**src/rtl/huffman_byte_packer_if.sv**
```systemverilog
// Serial code-bit input and byte valid/ready output of the Huffman byte packer.
// master = packer side, slave = upstream/consumer side.
interface huffman_byte_packer_if;
    logic       bit_in;
    logic       bit_start;
    logic       bit_done;
    logic [7:0] byte_data;
    logic       byte_valid;
    logic       byte_ready;
    logic       byte_last;
    logic [3:0] byte_nbits;
    logic       overflow;
    logic       busy;

    modport master (
        input  bit_in, bit_start, bit_done, byte_ready,
        output byte_data, byte_valid, byte_last, byte_nbits, overflow, busy
    );

    modport slave (
        output bit_in, bit_start, bit_done, byte_ready,
        input  byte_data, byte_valid, byte_last, byte_nbits, overflow, busy
    );
endinterface

```
**src/rtl/huffman_byte_packer.sv**
```systemverilog
// Packs MSB-first code bits into bytes behind a FWFT FIFO; PACKER_CRC_EN appends a CRC-8 entry per packet.
// Byte valid one cycle after its final bit; upstream never stalls, so a full FIFO drops and flags overflow.
module huffman_byte_packer #(
    parameter int FIFO_DEPTH = 8,
    parameter bit PAD_BIT    = 1'b0
) (
    input  logic                  clk,
    input  logic                  rst,
    huffman_byte_packer_if.master bus
);
    localparam int AW = $clog2(FIFO_DEPTH);
    localparam int CW = AW + 1;

    typedef struct packed {
        logic       last;
        logic [3:0] nbits;
        logic [7:0] data;
    } entry_t;

`ifdef PACKER_CRC_EN
    typedef enum logic [1:0] {IDLE, COLLECT, FLUSH, CRC} state_t;
`else
    typedef enum logic [0:0] {IDLE, COLLECT} state_t;
`endif

    state_t        state_q;
    logic [7:0]    sr_q;
    logic [3:0]    cnt_q;
    entry_t        mem_q [FIFO_DEPTH];
    logic [AW-1:0] wr_ptr_q;
    logic [AW-1:0] rd_ptr_q;
    logic [CW-1:0] count_q;
    logic          overflow_q;

    logic       new_pkt;
    logic       take_bit;
    logic       done_now;
    logic       full_now;
    logic       dpush;
    logic [7:0] new_sr;
    logic [3:0] new_cnt;
    logic [7:0] aligned;
    logic       push;
    entry_t     push_entry;
    logic       fifo_vld;
    logic       fifo_full;
    logic       pop;
    logic       push_ok;
    entry_t     head;

    // Left-align n collected bits and fill the unused LSBs with PAD_BIT.
    function automatic logic [7:0] align_byte(input logic [7:0] sr, input logic [3:0] n);
        logic [7:0] mask;
        mask = PAD_BIT ? (8'hFF >> n) : 8'h00;
        return (sr << (4'd8 - n)) | mask;
    endfunction

`ifdef PACKER_CRC_EN
    logic [7:0] crc_q;

    function automatic logic [7:0] crc8_byte(input logic [7:0] crc, input logic [7:0] data);
        logic [7:0] c;
        c = crc ^ data;
        for (int i = 0; i < 8; i++) begin
            c = c[7] ? ((c << 1) ^ 8'h07) : (c << 1);
        end
        return c;
    endfunction
`endif

    always_comb begin
`ifdef PACKER_CRC_EN
        new_pkt = bus.bit_start && (state_q != FLUSH);
`else
        new_pkt = bus.bit_start;
`endif
        take_bit = new_pkt || (state_q == COLLECT);
        new_sr   = new_pkt ? {7'b0, bus.bit_in} : {sr_q[6:0], bus.bit_in};
        new_cnt  = new_pkt ? 4'd1 : cnt_q + 4'd1;
        done_now = take_bit && bus.bit_done;
        full_now = take_bit && (new_cnt == 4'd8);
        aligned  = align_byte(new_sr, new_cnt);
        dpush    = full_now || done_now;
        push     = dpush;
`ifdef PACKER_CRC_EN
        push_entry = {1'b0, new_cnt, aligned};
        // A 1-bit packet starting in the CRC cycle is parked in sr_q and pushed from FLUSH.
        if (state_q == CRC) begin
            push       = 1'b1;
            push_entry = {1'b1, 4'd8, crc_q};
        end else if (state_q == FLUSH) begin
            push       = 1'b1;
            push_entry = {1'b0, cnt_q, align_byte(sr_q, cnt_q)};
        end
`else
        push_entry = {done_now, new_cnt, aligned};
`endif
    end

    always_ff @(posedge clk) begin
        if (rst) begin
            state_q <= IDLE;
            sr_q    <= '0;
            cnt_q   <= '0;
        end else begin
            if (take_bit) begin
                sr_q  <= new_sr;
                cnt_q <= full_now ? 4'd0 : new_cnt;
            end
`ifdef PACKER_CRC_EN
            if (state_q == FLUSH) begin
                state_q <= CRC;
            end else if (done_now) begin
                state_q <= (state_q == CRC) ? FLUSH : CRC;
            end else if (take_bit) begin
                state_q <= COLLECT;
            end else begin
                state_q <= IDLE;
            end
`else
            if (done_now) begin
                state_q <= IDLE;
            end else if (take_bit) begin
                state_q <= COLLECT;
            end else begin
                state_q <= IDLE;
            end
`endif
        end
    end

`ifdef PACKER_CRC_EN
    // Dropped bytes still feed the CRC: it tracks what was produced, not what was queued.
    always_ff @(posedge clk) begin
        if (rst) begin
            crc_q <= '0;
        end else if (dpush) begin
            crc_q <= crc8_byte(new_pkt ? 8'h00 : crc_q, aligned);
        end else if (new_pkt) begin
            crc_q <= '0;
        end
    end
`endif

    assign fifo_vld  = (count_q != '0);
    assign fifo_full = (count_q == CW'(FIFO_DEPTH));
    assign pop       = fifo_vld && bus.byte_ready;
    assign push_ok   = push && (!fifo_full || pop);

    always_ff @(posedge clk) begin
        if (push_ok) begin
            mem_q[wr_ptr_q] <= push_entry;
        end
    end

    always_ff @(posedge clk) begin
        if (rst) begin
            wr_ptr_q   <= '0;
            rd_ptr_q   <= '0;
            count_q    <= '0;
            overflow_q <= 1'b0;
        end else begin
            if (push_ok) begin
                wr_ptr_q <= wr_ptr_q + AW'(1);
            end
            if (pop) begin
                rd_ptr_q <= rd_ptr_q + AW'(1);
            end
            if (push_ok && !pop) begin
                count_q <= count_q + CW'(1);
            end else if (!push_ok && pop) begin
                count_q <= count_q - CW'(1);
            end
            if (push && !push_ok) begin
                overflow_q <= 1'b1;
            end
        end
    end

    // Head fields are forced to zero while empty so reset and idle outputs read 0.
    assign head           = mem_q[rd_ptr_q];
    assign bus.byte_valid = fifo_vld;
    assign bus.byte_data  = fifo_vld ? head.data  : 8'h00;
    assign bus.byte_last  = fifo_vld ? head.last  : 1'b0;
    assign bus.byte_nbits = fifo_vld ? head.nbits : 4'd0;
    assign bus.overflow   = overflow_q;
    assign bus.busy       = (state_q != IDLE) || fifo_vld;
endmodule

```
**src/flat_wrapper.sv**
```systemverilog
// flat-port wrapper written by rule: the top's interface ports become plain ports
module huffman_byte_packer_flat 
#(
    parameter int FIFO_DEPTH = 8,
    parameter bit PAD_BIT    = 1'b0
)
  (clk, rst, bus_bit_in, bus_bit_start, bus_bit_done, bus_byte_ready, bus_byte_data, bus_byte_valid, bus_byte_last, bus_byte_nbits, bus_overflow, bus_busy);
  huffman_byte_packer_if bus_i ();
  input  logic clk;
  input  logic rst;
  input wire logic [$bits(bus_i.bit_in)-1:0] bus_bit_in;
  input wire logic [$bits(bus_i.bit_start)-1:0] bus_bit_start;
  input wire logic [$bits(bus_i.bit_done)-1:0] bus_bit_done;
  input wire logic [$bits(bus_i.byte_ready)-1:0] bus_byte_ready;
  output wire logic [$bits(bus_i.byte_data)-1:0] bus_byte_data;
  output wire logic [$bits(bus_i.byte_valid)-1:0] bus_byte_valid;
  output wire logic [$bits(bus_i.byte_last)-1:0] bus_byte_last;
  output wire logic [$bits(bus_i.byte_nbits)-1:0] bus_byte_nbits;
  output wire logic [$bits(bus_i.overflow)-1:0] bus_overflow;
  output wire logic [$bits(bus_i.busy)-1:0] bus_busy;
  assign bus_i.bit_in = bus_bit_in;
  assign bus_i.bit_start = bus_bit_start;
  assign bus_i.bit_done = bus_bit_done;
  assign bus_i.byte_ready = bus_byte_ready;
  assign bus_byte_data = bus_i.byte_data;
  assign bus_byte_valid = bus_i.byte_valid;
  assign bus_byte_last = bus_i.byte_last;
  assign bus_byte_nbits = bus_i.byte_nbits;
  assign bus_overflow = bus_i.overflow;
  assign bus_busy = bus_i.busy;
  huffman_byte_packer #(.FIFO_DEPTH(FIFO_DEPTH), .PAD_BIT(PAD_BIT)) u_core (.clk(clk), .rst(rst), .bus(bus_i));
endmodule
```
**config.mk**
```make
export PLATFORM = sky130hd
export DESIGN_NAME = huffman_byte_packer_flat
export DESIGN_NICKNAME = d
export VERILOG_FILES = /design/src/rtl/huffman_byte_packer_if.sv /design/src/rtl/huffman_byte_packer.sv /design/src/flat_wrapper.sv
export SDC_FILE = /design/constraint.sdc
export NUM_CORES = 1
export LEC_CHECK = 0
export BUFFER_PORTS_ARGS = -buffer_cell sky130_fd_sc_hd__buf_2
export CAP_MARGIN = 20
export CORE_MARGIN = 2
export CORE_UTILIZATION = 40
export CTS_CLUSTER_DIAMETER = 150
export DETAILED_ROUTE_END_ITERATION = 16
export GPL_TIMING_DRIVEN = 0
export PLACE_DENSITY_LB_ADDON = 0.2
export SYNTH_ARGS = -nofsm -noshare
export SYNTH_HDL_FRONTEND = slang
export SYNTH_SLANG_ARGS = --single-unit
```
**constraint.sdc**
```tcl
create_clock -name clk -period 3.8 [get_ports clk]
set_input_delay 0.76 -clock clk [delete_from_list [all_inputs] [get_ports clk]]
set_output_delay 0.76 -clock clk [all_outputs]
set_load 0.005 [all_outputs]
```
==> results.sh <==
export IMPL_run_status="complete, no violations"
export IMPL_hold_viol_final=0
export IMPL_antenna_left=0
export IMPL_io_pins=22
export IMPL_synthXorXnorAreaFrac_pct=1.93
export IMPL_clock_fmax_mhz=285
export IMPL_pre_cts_ws_ns=-0.116
export IMPL_post_cts_buffers=0
export IMPL_finalWorstSetupSlack_ns=0.287
export IMPL_maxCapViolCount=0
export IMPL_path_cells="buf_2 > clkbuf_1 > nand2b_1 > ha_1 > a31o_2 > nand3_4 > inv_2 > ha_1 > inv_1 > ha_1 > a21o_1 > a21oi_1 > xnor2_1 > or3_1 > a21oi_1"
export IMPL_first_pass_iters=4
export IMPL_clock_sinks=130
export IMPL_place_hpwl_um=6870
export IMPL_min_period_ns=3.51
export IMPL_wire_per_inst_um=17.5
export IMPL_start_util_pct=41.2
export IMPL_finalPower_mw=4.14
export IMPL_worst_pin_slew_ns=0.969
export IMPL_worst_ep_required_time_ns=4.14
export IMPL_cts_resized=0
export IMPL_synthFlopType="edfxtp_1"
export IMPL_yosysWarnings=0
export IMPL_min_path_type="flip-flop to flip-flop"
export IMPL_rows=42
export IMPL_synth_simple_area_share_pct=8.51
export IMPL_slew_headroom_pct=35.4
export IMPL_setup_viol=0
export IMPL_cp_start_kind="primary input"
export IMPL_synth_compound_area_share_pct=2.03
export IMPL_finalCritPeriodShare_pct=92.4
export IMPL_worstPathArrival_ns=3.86
export IMPL_cts_max_level=4
export IMPL_drive_above_1_share_pct=26.7
export IMPL_ys_ff_latch=130
export IMPL_ys_types=42
export IMPL_area_delta_synth_final_pct=18.6
export IMPL_crit_fanout=10
export IMPL_syn_instance_count=349
export IMPL_ys_seq_area_share_pct=66.3
export IMPL_grt_pass1_vias=3100
export IMPL_worst_setup_path_end_kind="flip-flop"
export IMPL_antennaDiodeCount=0
export IMPL_p_leak_nw=2.24
export IMPL_core_area_sq_um=13300
export IMPL_synth_top_family_by_area="multiplexers"
export IMPL_crit_top_cell="ha_1"
export IMPL_grt_ovfl_total=0
export IMPL_syn_avg_cell_area_sq_um=15.8
export IMPL_maxSlewViolCount=0
export IMPL_hold_buffers=0
export IMPL_numCtsBuffers=17
export IMPL_final_setup_tns_ns=0
export IMPL_clk_pin_slew_ns=0.05
export IMPL_cp_buffers_inverters=4
export IMPL_rsz0062_at_grt="false"
export IMPL_grt_use_total_pct=15.8
export IMPL_yosys_area_share_adder_pct=1.96
export IMPL_root_buffer="clkbuf_16"
export IMPL_vias_per_cell=5.03
export IMPL_fp_dieW_um=121
export IMPL_n_fill_cell=1165
export IMPL_critPathMaxStageDelay_ns=0.37
export IMPL_syn_num_nets=363
export IMPL_max_vdd_ir_drop_v=0.000275
export IMPL_slowest_stage="clkbuf_1"
export IMPL_initialDrtViolationCount=201
export IMPL_fin_skew_ns=0.00836
export IMPL_async_flop_share_pct=0
export IMPL_critical_path_class="primary input to flip-flop"
export IMPL_drt_total_wl_um=10300
export IMPL_grt_max_degree=17
export IMPL_drc=0
export IMPL_crit_family="adder cells"
export IMPL_fp_dieH_um=121
export IMPL_cts_tree="yes"
export IMPL_synthMuxAreaShare_pct=17.5
export IMPL_antenna_found_initial=0
export IMPL_io_buffer_count=21
export IMPL_p_per_area_nw_per_um2=635
export IMPL_vias=2940
export IMPL_clock_path_buffers=2
export IMPL_synth_edf_count=104
export IMPL_clkLatencyLatePin_ns=0.41
export IMPL_grt_pass1_wl_um=16900
export IMPL_dieArea_sq_um=14700
export IMPL_place_congestion=0.712
export IMPL_synth_area_sq_um=5500
export IMPL_fin_nets=410
## flip-flops by register name, indices dropped and copies added (netlist names), named ones only
register / flops
u_core.wr_ptr_q: 3
u_core.rd_ptr_q: 3
u_core.bus.overflow: 1
u_core.sr_q: 7
u_core.cnt_q: 4
u_core.count_q: 4
u_core.mem_q: 104
u_core.state_q: 1
## where the power goes
part / leakage [nW] / total (mW) / switching, mW / internal (mW)
Combinational: 0.763 / 0.911 / 0.467 / 0.444
Clock: 0.286 / 1.58 / 0.553 / 1.03
Sequential: 1.19 / 1.65 / 0.0444 / 1.60
## cells in the final DEF, fill, tap and decap left out, drive strengths merged, types with 9 or more instances in the layout
cell and instances:
nand2 9, nor2 50, mux4 26, buf 34, a21oi 11, edfxtp 104
dfxtp 26, clkbuf 36, mux2i 27, mux2 9
## layout make-up
cell class	count	area, sq um	area share [%]
Sequential cell	130	3640	55.9
Multi-Input combinational cell	195	1790	27.5
Clock buffer	25	495	7.60
Tap cell	176	220	3.38
Timing Repair Buffer	28	188	2.88
Clock inverter	7	82.6	1.27
Buffer	17	68.8	1.06
Inverter	7	27.5	0.422
## synthesized netlist by cell type (all sizes together) (2+ instances only)
| cell type | count | share of area (%) |
|---|---|---|
| a21oi | 11 | 1.0 |
| buf | 6 | 0.50 |
| a211oi | 2 | 0.36 |
| dfxtp | 26 | 9.5 |
| nand3b | 2 | 0.27 |
| mux2 | 9 | 2.0 |
| edfxtp | 104 | 57 |
| nand4 | 2 | 0.23 |
| nand3 | 6 | 0.77 |
| or2 | 3 | 0.34 |
| mux4 | 26 | 11 |
| nor2b | 4 | 0.46 |
| inv | 6 | 0.41 |
| clkbuf | 11 | 0.75 |
| a22oi | 2 | 0.27 |
| nand2b | 6 | 0.68 |
| ha | 7 | 1.6 |
| xnor2 | 4 | 0.64 |
| nor4 | 2 | 0.34 |
| nand2 | 9 | 0.61 |
| nor2 | 50 | 3.4 |
| mux2i | 27 | 4.9 |
| nor3 | 8 | 0.73 |
| xor2 | 6 | 1.3 |
## metal layers
layer	track usage [%]	part of all wire [%]
met2	24.9	48
met1	20.9	47
met4	6.68	1.9
met3	3.81	3.5
met5	0	0
## cells by family (layout without fill, tap and decap cells)
family | Yosys count | count (layout)
compound gates | 18 | 18
simple gates | 97 | 97
buf+inv | 24 | 84
flops | 130 | 130
fa+ha+maj | 8 | 8
mux | 62 | 62
xor+xnor | 10 | 10
## through the flow
step / hold WS (ns) / instance area, sq um / instances / util (%)
3_3_place_gp: 0.454 / 5820 / 546 / 43.6
5_1_grt: 0.501 / 6520 / 585 / 48.8
3_5_place_dp: 0.465 / 5940 / 553 / 44.5
2_1_floorplan: 0.441 / 5500 / 349 / -
4_1_cts: 0.475 / 6520 / 585 / 48.8
6_report: 0.474 / 6520 / 585 / 48.8
## worst register-to-register path: stages, from the launching register on
cell and delay [ns]:
dfxtp_1 0.35, buf_2 0.25, and2b_1 0.28, ha_1 0.34, a31o_2 0.27, nand3_4 0.13
inv_2 0.12, ha_1 0.20, inv_1 0.10, ha_1 0.27, a21o_1 0.17, a21oi_1 0.17
xnor2_1 0.09, or3_1 0.30, a21oi_1 0.14
## path summary, 6_finish.rpt
check / startpoint / slack, ns / to / cells after the start
max: bus_bit_start / 0.29 / u_core.count_q[3] / 15
min: u_core.cnt_q[3] / 0.47 / u_core.cnt_q[3] / 2
max reg2reg: u_core.cnt_q[0] / 0.55 / u_core.count_q[3] / 14
min reg2reg: u_core.cnt_q[3] / 0.47 / u_core.cnt_q[3] / 2
No activity file was read; power rests on OpenSTA's default activity.
